## src/rtl/irq_priority_ctrl.sv

```systemverilog
// -----------------------------------------------------------------------------
// irq_priority_ctrl
//
// Rising-edge interrupt capture with fixed priority presentation.
// Each of the 8 request lines is edge-detected against its value at the
// previous clock edge. Edges set a sticky pending bit. Unmasked pending bits
// compete by priority, with bit 7 highest. The winner is latched and presented
// until the consumer acknowledges it.
//
// Handshake: irq_valid/irq_id form a valid/ack pair. Once irq_valid=1, irq_id
// stays stable. A higher-priority arrival does not pre-empt it, and setting
// its mask bit does not withdraw it. It stays until a rising edge of clk that
// samples irq_ack=1. That edge retires the index and clears its pending bit.
// irq_ack is ignored while irq_valid=0.
//
// Ports:
//   clk        single clock; all state updates on the rising edge
//   rst        synchronous active-high reset
//   irq_in     raw request lines [7:0]
//   mask       mask[i]=1 keeps line i from being presented; it still pends
//   irq_ack    acknowledge of the presented index
//   irq_valid  an index is being presented (registered)
//   irq_id     presented index, binary encoded (registered)
//   pending    pending-request vector (registered)
//   dbg_state  current FSM state, 0=IDLE 1=PRESENT, for observation
// -----------------------------------------------------------------------------
module irq_priority_ctrl (
  input  logic       clk,
  input  logic       rst,
  input  logic [7:0] irq_in,
  input  logic [7:0] mask,
  input  logic       irq_ack,
  output logic       irq_valid,
  output logic [2:0] irq_id,
  output logic [7:0] pending,
  output logic       dbg_state
);

  typedef enum logic {
    IDLE    = 1'b0,
    PRESENT = 1'b1
  } state_t;

  state_t     r_state;
  logic [7:0] r_prev;
  logic [7:0] r_pending;
  logic [2:0] r_id;
  logic       r_valid;

  logic [7:0] w_rise;
  logic [7:0] w_elig;
  logic [7:0] w_clr;
  logic [2:0] w_top;

  assign w_rise = irq_in & ~r_prev;
  assign w_elig = r_pending & ~mask;

  // Only an acknowledged presentation clears a bit. The rise term is ORed in
  // afterwards, so a new edge on the same line at the same edge wins.
  always_comb begin
    w_clr = 8'h00;
    if (r_state == PRESENT && irq_ack) begin
      w_clr[r_id] = 1'b1;
    end
  end

  // Highest set bit of w_elig. The ascending loop lets higher indices
  // overwrite lower ones.
  always_comb begin
    w_top = 3'd0;
    for (int i = 0; i < 8; i++) begin
      if (w_elig[i]) begin
        w_top = 3'(i);
      end
    end
  end

  always_ff @(posedge clk) begin
    if (rst) begin
      // Capturing irq_in during reset means lines already high at release
      // do not produce edges.
      r_prev    <= irq_in;
      r_pending <= 8'h00;
      r_state   <= IDLE;
      r_valid   <= 1'b0;
      r_id      <= 3'd0;
    end else begin
      r_prev    <= irq_in;
      r_pending <= (r_pending & ~w_clr) | w_rise;
      case (r_state)
        IDLE: begin
          if (w_elig != 8'h00) begin
            r_id    <= w_top;
            r_valid <= 1'b1;
            r_state <= PRESENT;
          end
        end
        PRESENT: begin
          if (irq_ack) begin
            r_valid <= 1'b0;
            r_state <= IDLE;
          end
        end
        default: begin
          r_valid <= 1'b0;
          r_state <= IDLE;
        end
      endcase
    end
  end

  assign irq_valid = r_valid;
  assign irq_id    = r_id;
  assign pending   = r_pending;
  assign dbg_state = r_state;

endmodule

```

## config.mk

```make
export PLATFORM = sky130hd
export DESIGN_NAME = irq_priority_ctrl
export DESIGN_NICKNAME = d
export VERILOG_FILES = /design/src/rtl/irq_priority_ctrl.sv
export SDC_FILE = /design/constraint.sdc
export NUM_CORES = 1
export LEC_CHECK = 0
export ABC_AREA = 0
export CAP_MARGIN = 20
export CORE_ASPECT_RATIO = 0.9
export CORE_MARGIN = 5
export CORE_UTILIZATION = 41
export DETAILED_ROUTE_END_ITERATION = 16
export GPL_ROUTABILITY_DRIVEN = 1
export GPL_TIMING_DRIVEN = 1
export PLACE_DENSITY = 0.87
export SLEW_MARGIN = 20
export SYNTH_ARGS = -nofsm -noshare
export SYNTH_HDL_FRONTEND = slang
export SYNTH_SLANG_ARGS = --single-unit
```

## constraint.sdc

```tcl
create_clock -name clk -period 1.5 [get_ports clk]
set_input_delay 0.225 -clock clk [delete_from_list [all_inputs] [get_ports clk]]
set_output_delay 0.225 -clock clk [all_outputs]
set_load 0.01 [all_outputs]
```

# Word-level counts from Yosys, hierarchy flattened
# Index checks and enable logic that the tools add are counted.
[word_totals] register_bits=21 inputBits=19 output_inout_bits=13 word_cells=38
[op_classes] n_lt_le_gt_ge=2 eq_ne=2 n_mux=16 n_bitwise=8 reduce_logical=5
[op_table] op="bitwise AND 8 bit" n=3
[op_table] op="NOT 8 bit" n=3
[op_table] op="2-to-1 mux 3 bit" n=5
[op_table] op="2-to-1 mux 8 bit" n=1
[op_table] op="OR 8 bit" n=1
[op_table] op="nonzero test 8 bit" n=1
[op_table] op="2-to-1 mux 1 bit" n=6
[op_table] op="less-than comparator 3 x 4 -> 1 bit, second input constant" n=1
[op_table] op="!= test 2 bit, second input constant" n=2
[op_table] op="one-hot mux 1 bit (2 select lines)" n=2
[op_table] op="AND reduction 2 bit" n=2
[op_table] op="demux 1 bit (select 3 bit)" n=1
[op_table] op="greater-or-equal comparator 3 x 1 -> 1 bit, second input constant" n=1
[op_table] op="logical AND 1 bit" n=2
[op_table] op="2-to-1 mux 2 bit" n=1
[op_table] op="NOT 1 bit" n=1

# Depth between registers and ports, before layout
# Gate-level depths: netlist of the first run.
[logic_depth] word_depth=9 depth_mapped=4 depth_no_buf=4

# Worst setup path before layout of the first run
# No wires, ideal clock.
[synth_timing] path_type="register to register" start="register r_pending[0], in the netlist pending[0]" end="register r_id[1], in the netlist irq_id[1]" t_arrival_ns=1.154 t_required_ns=1.367 path_slack_ns=0.213 stages_incl_launch_ff=5 n_path_buf=0 synth_period_minus_slack_ns=1.287 cell_sequence="dfxtp_1 inv_1 o2111a_2 a2111oi_2 a211oi_2"
[synth_between] elab_chain_cells=3
[synth_lines] item="start, declared" line_no="46" text="logic [7:0] r_pending;"
[synth_lines] item="start signal, assigned" line_no="89" text="r_pending <= (r_pending & ~w_clr) | w_rise;"
[synth_lines] item="bitwise AND 8 bit" line_no="56" text="assign w_elig = r_pending & ~mask;"
[synth_lines] item="nonzero test 8 bit" line_no="92" text="if (w_elig != 8'h00) begin"
[synth_lines] item="AND reduction 2 bit (no source line)"
[synth_lines] item="end signal, assigned" line_no="93" text="r_id <= w_top;"
[synth_lines] item="end, declared" line_no="47" text="logic [2:0] r_id;"
# No other way between the ends.
# A chain may end at the register's enable or synchronous reset.

# Worst setup path in the final report of the first run
[layout_timing] start="register r_id[2], in the netlist irq_id[2]" end="output irq_id[2]"
[layout_rtl] item="end, declared" line_no="34" text="output logic [2:0] irq_id,"
# No word-level cell between the ends.

==> metrics, run 1 <==
sequential power share=0.554; post_cts resized=6; global-route wire length before repair=3330 µm; htree depth=1; main combinational cell family by area after synthesis=compound AO/OA/AOI/OAI gates; area grow syn2layout=49.4%; prevailing post-synth register cell=dfxtp_1; drt pass-1 iters=4; CTS tree=yes; Syn Inst Count=85; Crit Path Class=register to primary output; multiplexer share of the synthesized area=0; compound-cell area share of the yosys netlist=0.270; Final #Nets=141; Starting Density=0.429; unrepaired setup endpoints after global routing=false; total die area=3000 µm²; Reg2Reg Depth=4; count leader, synth=dfxtp_1; I/O pins=32; Internal=0.000867 W; Combinational Power Share=0.222; crit-path max cell delay=0.54 ns; HPWL after DPL=1620 µm; gr ovfl total=0; clk slew on worst S/H paths=0.11 ns; distinct cell type count after synthesis=26; hold buffers post-CTS=0; fin. max-slew vios=0; Max Cap Viol=0; Post-CTS Setup Repair Bufs=0; fill count=171; status=completed; final wirelength=2050 µm; worst endpoint required time=1.27 ns; number of setup violations in the final report=0; syn avg cell area=9.66 µm²; Worst Path Arrival=1.23 ns; Wirelength per Cell=14.0 µm; RePlAce Congestion=0.887; core box area=1910 µm²; Hold Vio Cnt, Final=0; Slowest cell on crit path=clkdlybuf4s50_1; Final Cycle Share=0.969; switch share=0.263; cell area after synthesis=821 µm²; Diodes inserted=0; CP Launch Type=register; DRC viols=0; vias in the first global route=734; Final ANT Viol Nets=0; WP depth=1; Num CTS Buffers=3; post-synth top area cell=dfxtp_1; FMAX=0.688 GHz; Synth Net Count=104; DR vias/cell=5.05; Core Rows=15; # port buffers=31; yosys warns=0; part of the power in the clock network=0.224; drt initial violations=7; utilization after layout=0.641; worst skew pair latency=0.30 ns; hold depth=1; XOR/XNOR share of the synthesized area=0; simple-gate share of the synthesized area=0.191; Pwr Density=960 nW/µm²; multi-input logic area=378 µm²; Worst Path Buf+Inv=1; Tot GR Track Use=0.148; critical-path cell list=clkdlybuf4s50_1; worst slew pin tran=0.343 ns; Worst Hold Class=primary input to register; Sink Count=21; NetSw=0.000310 W; Worst Path Max Fanout=7; DIE HEIGHT=52.4 µm; sequential share of the synthesized area=0.512; number of synthesized flops with an enable pin=0; most frequent cells after synthesis=21 x dfxtp_1, 15 x nand2b_1, 9 x a21oi_1, 7 x o21ai_0; VDD IR max=0.632 mV; share of cells above drive strength 1=0.157; delay-heaviest family, CP=buffers and inverters; leak pwr=0.535 nW; Tmin final=1.45 ns; largest net degree at the start of global routing=13; Non-Filler Instances=146; Fin Clk Skew=0.00294 ns; clock root buffer master=clkbuf_4; Seq cells post-synth=21; Yosys top cell area share=0.512; Setup crit end kind=primary output; Synth Area in Adders=0; Clock Path Buffers=2; DR vias=737; placed insts=142; total power draw=0.00118 W; Rel. slew slack=0.771; Sequential Area=434 µm²; Post-synth ARST share=0; die width=57.2 µm; initial antenna violation count=0; top post-synthesis cells by area=dfxtp_1 51%, nand2b_1 11%, a21oi_1 5.5%
-- logic make-up after synthesis --
group | count (synthesis)
buffers and inverters | 6
AO/OA/AOI/OAI | 31
flip-flops | 21
AND/OR/NAND/NOR | 27
-- final cells by class --
cell class	count	area share
inverter	5	0.0153
clock buffer	4	0.0214
sequential	21	0.354
timing repair buffer	33	0.276
multi-input combinational	58	0.308
tap	25	0.0255
-- power groups by stage --
| stage | sequential [W] | clock, W | combinational, W |
|---|---|---|---|
| 2_1_floorplan | 0.000665 | 0 | 0.000109 |
| 3_3_place_gp | 0.000659 | 0 | 0.000260 |
| 3_5_place_dp | 0.000659 | 0 | 0.000266 |
| 4_1_cts | 0.000651 | 0.000272 | 0.000268 |
| 5_1_grt | 0.000659 | 0.000291 | 0.000283 |
| 6_report | 0.000652 | 0.000264 | 0.000261 |
-- worst paths after layout --
path	start	end	slack, ns
hold reg to reg	irq_valid	irq_valid	0.47
setup / recovery	irq_id[2]	irq_id[2]	0.05
hold / removal	irq_in[3]	r_prev[3]	0.39
setup reg to reg	pending[0]	irq_id[1]	0.15
-- flip-flops by register name, indices dropped and copies added, names as in the netlist --
name       count
r_prev         8
dbg_state      1
irq_id         3
irq_valid      1
pending        8
-- per-stage QoR --
stage                     cell area [µm²]  hold WS, ns  TNS, ns  setup slack [ns]
final                                1230        0.389        0            0.0461
after detailed placement             1170        0.472   -0.244            -0.137
after global routing                 1230        0.383        0           0.00667
after global placement               1170        0.453   -0.124           -0.0824
after floorplan                       821        0.253        0             0.213
after CTS                            1210        0.386        0           0.00829
-- metal layers --
metal | part of all wire | vias up | global-route usage
met5 | 0 | - | 0
met4 | 0.023 | 0 | 0.0927
met3 | 0.054 | 4 | 0.0369
met2 | 0.48 | 23 | 0.234
met1 | 0.44 | 335 | 0.179
li1 | - | 375 | -
-- layout by cell type, fill, tap and decap left out, types with 2 or more instances in the layout --
cell type / instances
clkdlybuf4s50_1: 26
nand2b_1: 15
dfxtp_1: 14
a21oi_1: 9
o21ai_0: 7
inv_1: 5
nand2_1: 5
dfxtp_2: 5
dlymetal6s2s_1: 5
clkbuf_4: 3
o2111a_2: 2
o31ai_1: 2
nor2b_1: 2
dfxtp_4: 2
buf_4: 2
(Power assumes the default switching activity.)
==> run 2, diff against run 1 <==
SETUP_SLACK_MARGIN = 0.4   (was not set)
==> run 2 against run 1 <==
  * Worst hold slack got worse by 0.0071 ns
  * Via count is 13% higher
  * Clock skew about the same
  * Critical endpoint is now irq_id[2]
==> metrics, run 2 (synthesized netlist as in run 1, its figures left out) <==
GRT busiest layer=met2; Core Rows=15 (unchanged); htree depth=1 (unchanged); Max Cap Viol=0 (unchanged); clk slew on worst S/H paths=0.12 ns (about the same); R2R setup slack=0.27 ns (+0.12 ns); Pwr Density=934 nW/µm² (-2.7%); Final WS setup=0.268 ns (+0.222 ns); Tot GR Track Use=0.159 (+0.0108); worst skew pair latency=0.31 ns (about the same); placed insts=142 (unchanged); Starting Density=0.429 (unchanged); # port buffers=31 (unchanged); VDD IR max=0.704 mV (+11%); CP Launch Type=register; CTS tree=yes; Num CTS Buffers=3 (unchanged); leak pwr=0.597 nW (+12%); total die area=3000 µm² (unchanged); DR vias/cell=5.27 (+4.3%); RePlAce Congestion=0.896 (+1.0%); Crit Path Class=register to register; Diodes inserted=0 (unchanged); worst endpoint required time=1.70 ns (+0.43 ns); Setup WS pre-CTS=-0.0641 ns (+0.0725 ns); gr ovfl total=0 (unchanged); FMAX=0.812 GHz (+18%); vias in the first global route=798 (+8.7%); Fin Clk Skew=0.00277 ns (-0.000170 ns); die width=57.2 µm (unchanged); FF-to-FF End=irq_id[2]; fin. max-slew vios=0 (unchanged); drt pass-1 iters=4 (unchanged); Worst Path Max Fanout=6 (-1); DR vias=832 (+13%); initial antenna violation count=0 (unchanged); Sink Count=21 (unchanged); hold endpoint=r_prev[2]; Reg2Reg Depth=4 (unchanged); Worst Hold Class=primary input to register; clock root buffer master=clkbuf_4; Rel. slew slack=0.799 (+0.0282); core box area=1910 µm² (unchanged); total power draw=0.00127 W (+8.2%); Crit Reg-Reg Startpoint=pending[5]; DIE HEIGHT=52.4 µm (unchanged); met3 Track Usage GR=0.0320 (-0.00493); Hold Vio Cnt, Final=0 (unchanged); commonest non-fill, non-tap cells in the layout=13 x buf_4, 12 x clkdlybuf4s50_1, 9 x a21oi_1, 9 x nand2b_1, 9 x buf_2; unrepaired setup endpoints after global routing=true; share of cells above drive strength 1=0.481 (+0.324); Min Hold Slack=0.382 ns (-0.00711 ns); global-route wire length before repair=3600 µm (+8.3%); Final #Nets=153 (+8.5%); largest net degree at the start of global routing=13 (unchanged); Tmin final=1.23 ns (-0.222 ns); worst slew pin tran=0.302 ns (-0.0416 ns); Final Cycle Share=0.821 (-0.148); GRT met1 Usage=0.195 (+0.0159); hold depth=1 (unchanged); area grow syn2layout=66.2%; number of setup violations in the final report=0 (unchanged); Setup crit end kind=register; I/O pins=32 (unchanged); Wirelength per Cell=15.7 µm (+12%); Non-Filler Instances=158 (+8.2%); Worst Path Arrival=1.44 ns (+0.21 ns); status=completed; Final ANT Viol Nets=0 (unchanged); DRC viols=0 (unchanged); Clock Path Buffers=2 (unchanged); HP Start=irq_in[2]; most common cell after layout, fill and taps aside=buf_4; grt met2 use=0.262 (+0.0285); HPWL after DPL=1560 µm (-3.7%); drt initial violations=33 (+26); hold buffers post-CTS=0 (unchanged); final wirelength=2490 µm (+21%)
-- run 2: through the flow --
stage                     cell area [µm²]   util  setup TNS, ns
after floorplan                       851      -              0
after global placement               1200  0.629        -0.0729
after detailed placement             1200  0.629         -0.205
after CTS                            1320  0.690              0
after global routing                 1360  0.712              0
final                                1360  0.712              0
-- run 2: what timing repair did --
item,CTS,global route
resized for setup,74,15
setup endpoints to repair,22,17
pin swaps,9,8
buffers inserted,9,3
-- run 2: layout make-up --
| cell class | count | area [µm²] |
|---|---|---|
| clock buffers | 4 | 26.3 |
| fillers | 151 | 551 |
| inverters | 5 | 18.8 |
| multi-input cells | 58 | 477 |
| flip-flops and latches | 21 | 452 |
| well taps | 25 | 31.3 |
| repair buffers | 45 | 359 |
-- run 2: critical path: stages (launching register included) --
cell and delay, ns:
dfxtp_2 0.37, inv_2 0.03, o2111a_2 0.29, a21o_1 0.21, a31o_1 0.21
-- run 2: power breakdown --
| group | leakage, nW | switching (W) | total, W | internal, W |
|---|---|---|---|---|
| clock network | 0.0150 | 0.000174 | 0.000278 | 0.000104 |
| logic | 0.401 | 0.000163 | 0.000349 | 0.000186 |
| registers | 0.181 | 0.0000384 | 0.000647 | 0.000609 |
-- run 2: worst max-delay path by stage --
stage,startpoint,to,slack (ns),depth (start not counted)
after floorplan,pending[5],irq_id[1],0.30,4
after global placement,mask[2],irq_id[2],-0.03,5
after detailed placement,mask[6],irq_id[2],-0.06,5
after CTS,irq_id[2],irq_id[2],0.28,1
after global routing,pending[0],irq_id[2],0.25,4
final,pending[5],irq_id[2],0.27,4
-- run 2: metal layers --
layer	vias to the layer above	routed length [µm]
met4	0	43
met1	403	1100
li1	397	-
met5	-	0
met2	27	1220
met3	5	123
==> RTL edit 1: new RTL, settings of run 1 <==
Put one more register stage on the output `dbg_state`, without a reset. The value now appears one clock later. The other outputs are not delayed to match.
--- a/src/rtl/irq_priority_ctrl.sv
+++ b/src/rtl/irq_priority_ctrl.sv
@@ -113,5 +113,7 @@
   assign irq_id    = r_id;
   assign pending   = r_pending;
-  assign dbg_state = r_state;
+  always_ff @(posedge clk) begin
+    dbg_state <= r_state;
+  end
 
 endmodule
Formal check against the unedited RTL: not equivalent (a bounded check fails within 4 cycles, from zero or initial values and one cycle with rst high).
==> RTL edit 1 against run 1 <==
  * Maximum frequency fell by 0.15%
  * Power up 6.9%
  * Cell area rose by 2.1%
  * Setup slack got worse by 0.0021 ns
  * Count of clock-buffer cells in the layout stayed put
  * Die area is 2.0% higher
  * Sequential cell count rose by 1
  * Register-to-register slack improved by 0.05 ns
  * Area after synthesis increased by 2.4%
  * Global-route usage shrank 0.90 points
  * Clock power grew 19%
  * Routed wire length is 5.3% lower
  * Critical path type unchanged
  * Highest routed layer unchanged
==> RTL edit 1: results (changes against run 1) <==
outcome=complete, no violations (unchanged); DR pass1 iterations=4 (unchanged); CP max stage cell=clkdlybuf4s50_1 (unchanged); Max VDD drop=0.718 mV (was 0.632 mV); Clk pin slew, worst setup/hold paths=0.11 ns (about the same); via count=743 (was 737); synth top area cells=dfxtp_1 (52%), nand2b_1 (11%), a21oi_1 (5.4%), o21ai_0 (4.2%), o2111a_2 (3.0%) (was dfxtp_1 (51%), nand2b_1 (11%), a21oi_1 (5.5%), o21ai_0 (4.3%), o2111a_2 (3.0%)); first-pass GRT wire length=3220 um (was 3330 um); synth warn=0 (unchanged); CP Max Fanout=7 (unchanged); Reg area=455 um2 (was 434 um2); CTS max path bufs=2 (unchanged); Post-DP HPWL=1470 um (was 1620 um); Layout Nets=142 (was 141); Yosys cell types=26 (unchanged); final-layout fill cell count=171 (unchanged); GR Util All Layers=13.9% (was 14.8%); routability cong.=0.815 (was 0.887); number of global-route vias before repair=687 (was 734); Fin Clk Skew=0.00673 ns (was 0.00294 ns); dpl cell area=0.00119 mm2 (was 0.00117 mm2); commonest cells in the netlist=dfxtp_1 (22), nand2b_1 (15), a21oi_1 (9) (was dfxtp_1 (21), nand2b_1 (15), a21oi_1 (9)); Seq/Total Area, Yosys=52.4% (was 51.2%); TritonCTS Buffers=3 (unchanged); Ant. Diodes=0 (unchanged); H-tree Lvls=1 (unchanged); antenna violations before repair=0 (unchanged); WL final=1940 um (was 2050 um); Slew headroom=78.2% (was 77.1%); layout cell share with drive strength beyond 1=17.2% (was 15.7%); leakage=0.522 nW (was 0.535 nW); crit path DAT=1.23 ns (about the same); Mapped Nets=105 (was 104); iteration-0 DRC count of the detailed router=19 (was 7)
==> RTL edit 1: area by class of cell <==
type	count	area share, %
sequential	22	36.4
clock buffer	4	2.90
tap	25	2.50
timing repair buffer	33	26.6
inverter	5	1.50
multi-input combinational	58	30.2
==> RTL edit 1: timing repair <==
item                                    4_1_cts  5_1_grt
gates resized for setup                       3       10
pin swaps                                     0        0
hold endpoints to repair                      0        0
endpoints found under the setup margin        3        9
==> RTL edit 1: final timing paths <==
kind | slack, ns | cells after the start | start | endpoint
setup / recovery | 0.04 | 1 | irq_id[2] | irq_id[2]
hold / removal | 0.38 | 1 | irq_in[2] | r_prev[2]
setup reg to reg | 0.20 | 4 | pending[0] | irq_id[1]
hold reg to reg | 0.47 | 2 | irq_valid | irq_valid
==> RTL edit 1: kinds of logic (layout without fill, tap and decap cells) <==
family | after synthesis | in the layout | share of synthesized area [%]
buf+inv | 6 | 42 | 2.68
flops | 22 | 22 | 52.4
simple gates | 27 | 27 | 18.6
compound gates | 31 | 31 | 26.3
==> RTL edit 1: stage by stage <==
| stage | total power [W] | setup slack (ns) | cells | setup TNS [ns] |
|---|---|---|---|---|
| floorplan | 0.000806 | 0.213 | 86 | 0 |
| global placement | 0.000949 | -0.0818 | 143 | -0.128 |
| detailed placement | 0.000954 | -0.113 | 143 | -0.159 |
| CTS | 0.00127 | 0.00182 | 147 | 0 |
| global route | 0.00132 | 0.00421 | 147 | 0 |
| finish | 0.00126 | 0.0439 | 147 | 0 |
==> RTL edit 1: metal layers <==
metal	part of all wire (%)	up-vias	track usage (%)	routed length, um
li1	-	382	-	-
met1	47	329	17.2	903
met2	45	25	22.6	869
met3	6.1	7	3.17	118
met4	2.5	0	6.95	49
met5	0	-	0	0
==> RTL edit 1: where the power goes <==
part / switching [W] / total [W] / internal (W)
Combinational: 0.000104 / 0.000262 / 0.000158
Sequential: 0.0000436 / 0.000682 / 0.000638
Clock: 0.000166 / 0.000315 / 0.000148
==> RTL edit 2: new RTL, settings of run 1 <==
Without the edit above. Add an input register stage for `irq_in` and `irq_ack`, without a reset; this delays them by one clock. The other inputs are not delayed to match.
--- a/src/rtl/irq_priority_ctrl.sv
+++ b/src/rtl/irq_priority_ctrl.sv
@@ -42,4 +42,12 @@
   } state_t;
 
+  logic [7:0] irq_q;
+  logic irq_ack_q;
+
+  always_ff @(posedge clk) begin
+    irq_q     <= irq_in;
+    irq_ack_q <= irq_ack;
+  end
+
   state_t     r_state;
   logic [7:0] r_prev;
@@ -53,5 +61,5 @@
   logic [2:0] w_top;
 
-  assign w_rise = irq_in & ~r_prev;
+  assign w_rise = irq_q & ~r_prev;
   assign w_elig = r_pending & ~mask;
 
@@ -60,5 +68,5 @@
   always_comb begin
     w_clr = 8'h00;
-    if (r_state == PRESENT && irq_ack) begin
+    if (r_state == PRESENT && irq_ack_q) begin
       w_clr[r_id] = 1'b1;
     end
@@ -80,5 +88,5 @@
       // Capturing irq_in during reset means lines already high at release
       // do not produce edges.
-      r_prev    <= irq_in;
+      r_prev    <= irq_q;
       r_pending <= 8'h00;
       r_state   <= IDLE;
@@ -86,5 +94,5 @@
       r_id      <= 3'd0;
     end else begin
-      r_prev    <= irq_in;
+      r_prev    <= irq_q;
       r_pending <= (r_pending & ~w_clr) | w_rise;
       case (r_state)
@@ -97,5 +105,5 @@
         end
         PRESENT: begin
-          if (irq_ack) begin
+          if (irq_ack_q) begin
             r_valid <= 1'b0;
             r_state <= IDLE;
Check against the original RTL: not equivalent (Yosys sat finds a counterexample within 4 cycles, from zero or initial values and one cycle with rst high).
==> RTL edit 2 against run 1 <==
  * Power grew 43%
  * Setup slack worse by 0.0093 ns
  * Cell area is 18% higher
  * Final cell count rose by 13%
  * Routed wire length is 17% higher
  * Sequential cell count rose by 9
  * Non-clock buffer count up 3
  * Largest cell class unchanged
  * Area after synthesis rose by 22%
==> RTL edit 2: results (changes against run 1) <==
Psw=0.000439 W (was 0.000310 W); Top delay family on crit path=buffers and inverters (unchanged); layout cell share with drive strength beyond 1=16.8% (was 15.7%); pin count of the biggest net entering global routing=13 (unchanged); Main synth FF type=dfxtp_1 (unchanged); commonest cells in the netlist=dfxtp_1 (30), nand2b_1 (15), a21oi_1 (9) (was dfxtp_1 (21), nand2b_1 (15), a21oi_1 (9)); Fin Clk Skew=0.00848 ns (was 0.00294 ns); iteration-0 DRC count of the detailed router=10 (was 7); routability cong.=0.815 (was 0.887); input/output buffers=31 (unchanged); Synth Area in XOR/XNOR=0% (unchanged); Synth Area in Compound Gates=22.2% (was 27.0%); final cell count without fillers=165 (was 146); slew at the pin closest to its max-slew limit=0.322 ns (was 0.343 ns); final-layout fill cell count=208 (was 171); antenna violations before repair=0 (unchanged); Max VDD drop=0.776 mV (was 0.632 mV); dpl cells=157 (was 142); CP max stage cell=clkdlybuf4s50_1 (unchanged); Post-DP HPWL=1760 um (was 1620 um); pre-CTS setup slack=-0.0869 ns (was -0.137 ns); first-pass GRT wire length=3870 um (was 3330 um); GR Util All Layers=15.5% (was 14.8%); Mapped Nets=113 (was 104); post-synthesis mux area share=0% (unchanged); CP Max Fanout=4 (was 7); TritonCTS Buffers=5 (was 3); outcome=complete, no violations (unchanged); H-tree Lvls=2 (was 1); leakage=0.661 nW (was 0.535 nW); number of global-route vias before repair=861 (was 734); synth top area cells=dfxtp_1 (60%), nand2b_1 (9.4%), a21oi_1 (4.5%), o21ai_0 (3.5%), o2111a_2 (2.5%) (was dfxtp_1 (51%), nand2b_1 (11%), a21oi_1 (5.5%), o21ai_0 (4.3%), o2111a_2 (3.0%)); Power per Cell Area=1160 mW/mm2 (was 960 mW/mm2); via count=832 (was 737); clock latency on the worst-skew pair=0.33 ns (was 0.30 ns); Comb. pwr=0.000281 W (was 0.000261 W); Post-CTS Setup Inserts=0 (unchanged); Seq/Total Area, Yosys=60.2% (was 51.2%); sequential power=0.000900 W (was 0.000652 W); CTS max path bufs=2 (unchanged); Clk pin slew, worst setup/hold paths=0.10 ns; Yosys cell types=26 (unchanged); Routed wire per std cell=14.5 um (was 14.0 um); Gate Count Post-Synth=94 (was 85)
RTL edit 2: cell types whose count changed after synthesis:
cell / delta
dfxtp_1: +9
or2_4: -1
or2_1: +1
RTL edit 2: stage by stage:
step / util [%] / instance area [um2] / TNS [ns] / hold WS, ns
final: 61.0 / 1450 / 0 / 0.332
after global routing: 61.0 / 1450 / 0 / 0.314
after CTS: 60.4 / 1440 / 0 / 0.317
after detailed placement: 57.8 / 1380 / -0.280 / 0.341
after global placement: 57.8 / 1380 / -0.207 / 0.338
after floorplan: - / 998 / 0 / 0.253
RTL edit 2: what timing repair did:
action	in CTS	in global routing
gates resized for setup	8	6
endpoints found under the hold margin	0	0
endpoints found under the setup margin	7	6
pin swaps	0	0
hold buffers	0	0
RTL edit 2: final timing paths:
path / start / to / slack [ns] / depth (start not counted)
setup / recovery: pending[2] / pending[2] / 0.04 / 1
hold / removal: irq_in[0] / irq_q[0] / 0.33 / 1
setup reg to reg: pending[5] / irq_id[2] / 0.21 / 4
hold reg to reg: irq_q[0] / r_prev[0] / 0.35 / 0
RTL edit 2: metal layers:
metal / GRT usage, % / vias to the layer above / wire (um)
met5: 0 / - / 0
met4: 5.45 / 0 / 31
met3: 7.82 / 3 / 139
met2: 24.4 / 17 / 1240
met1: 17.8 / 396 / 983
li1: - / 416 / -
RTL edit 2: area by class of cell:
| type | instances | share of cell area (%) |
|---|---|---|
| Clock inverter | 2 | 0.861 |
| Tap cell | 28 | 2.41 |
| Inverter | 5 | 1.29 |
| Clock buffer | 6 | 3.53 |
| Multi-Input combinational cell | 58 | 25.8 |
| Timing Repair Buffer | 36 | 24.4 |
| Sequential cell | 30 | 41.7 |
RTL edit 2: kinds of logic after synthesis:
logic type,count (synthesis)
DFF,30
AOI/OAI and AO/OA,31
and+or+nand+nor,27
buffers and inverters,6
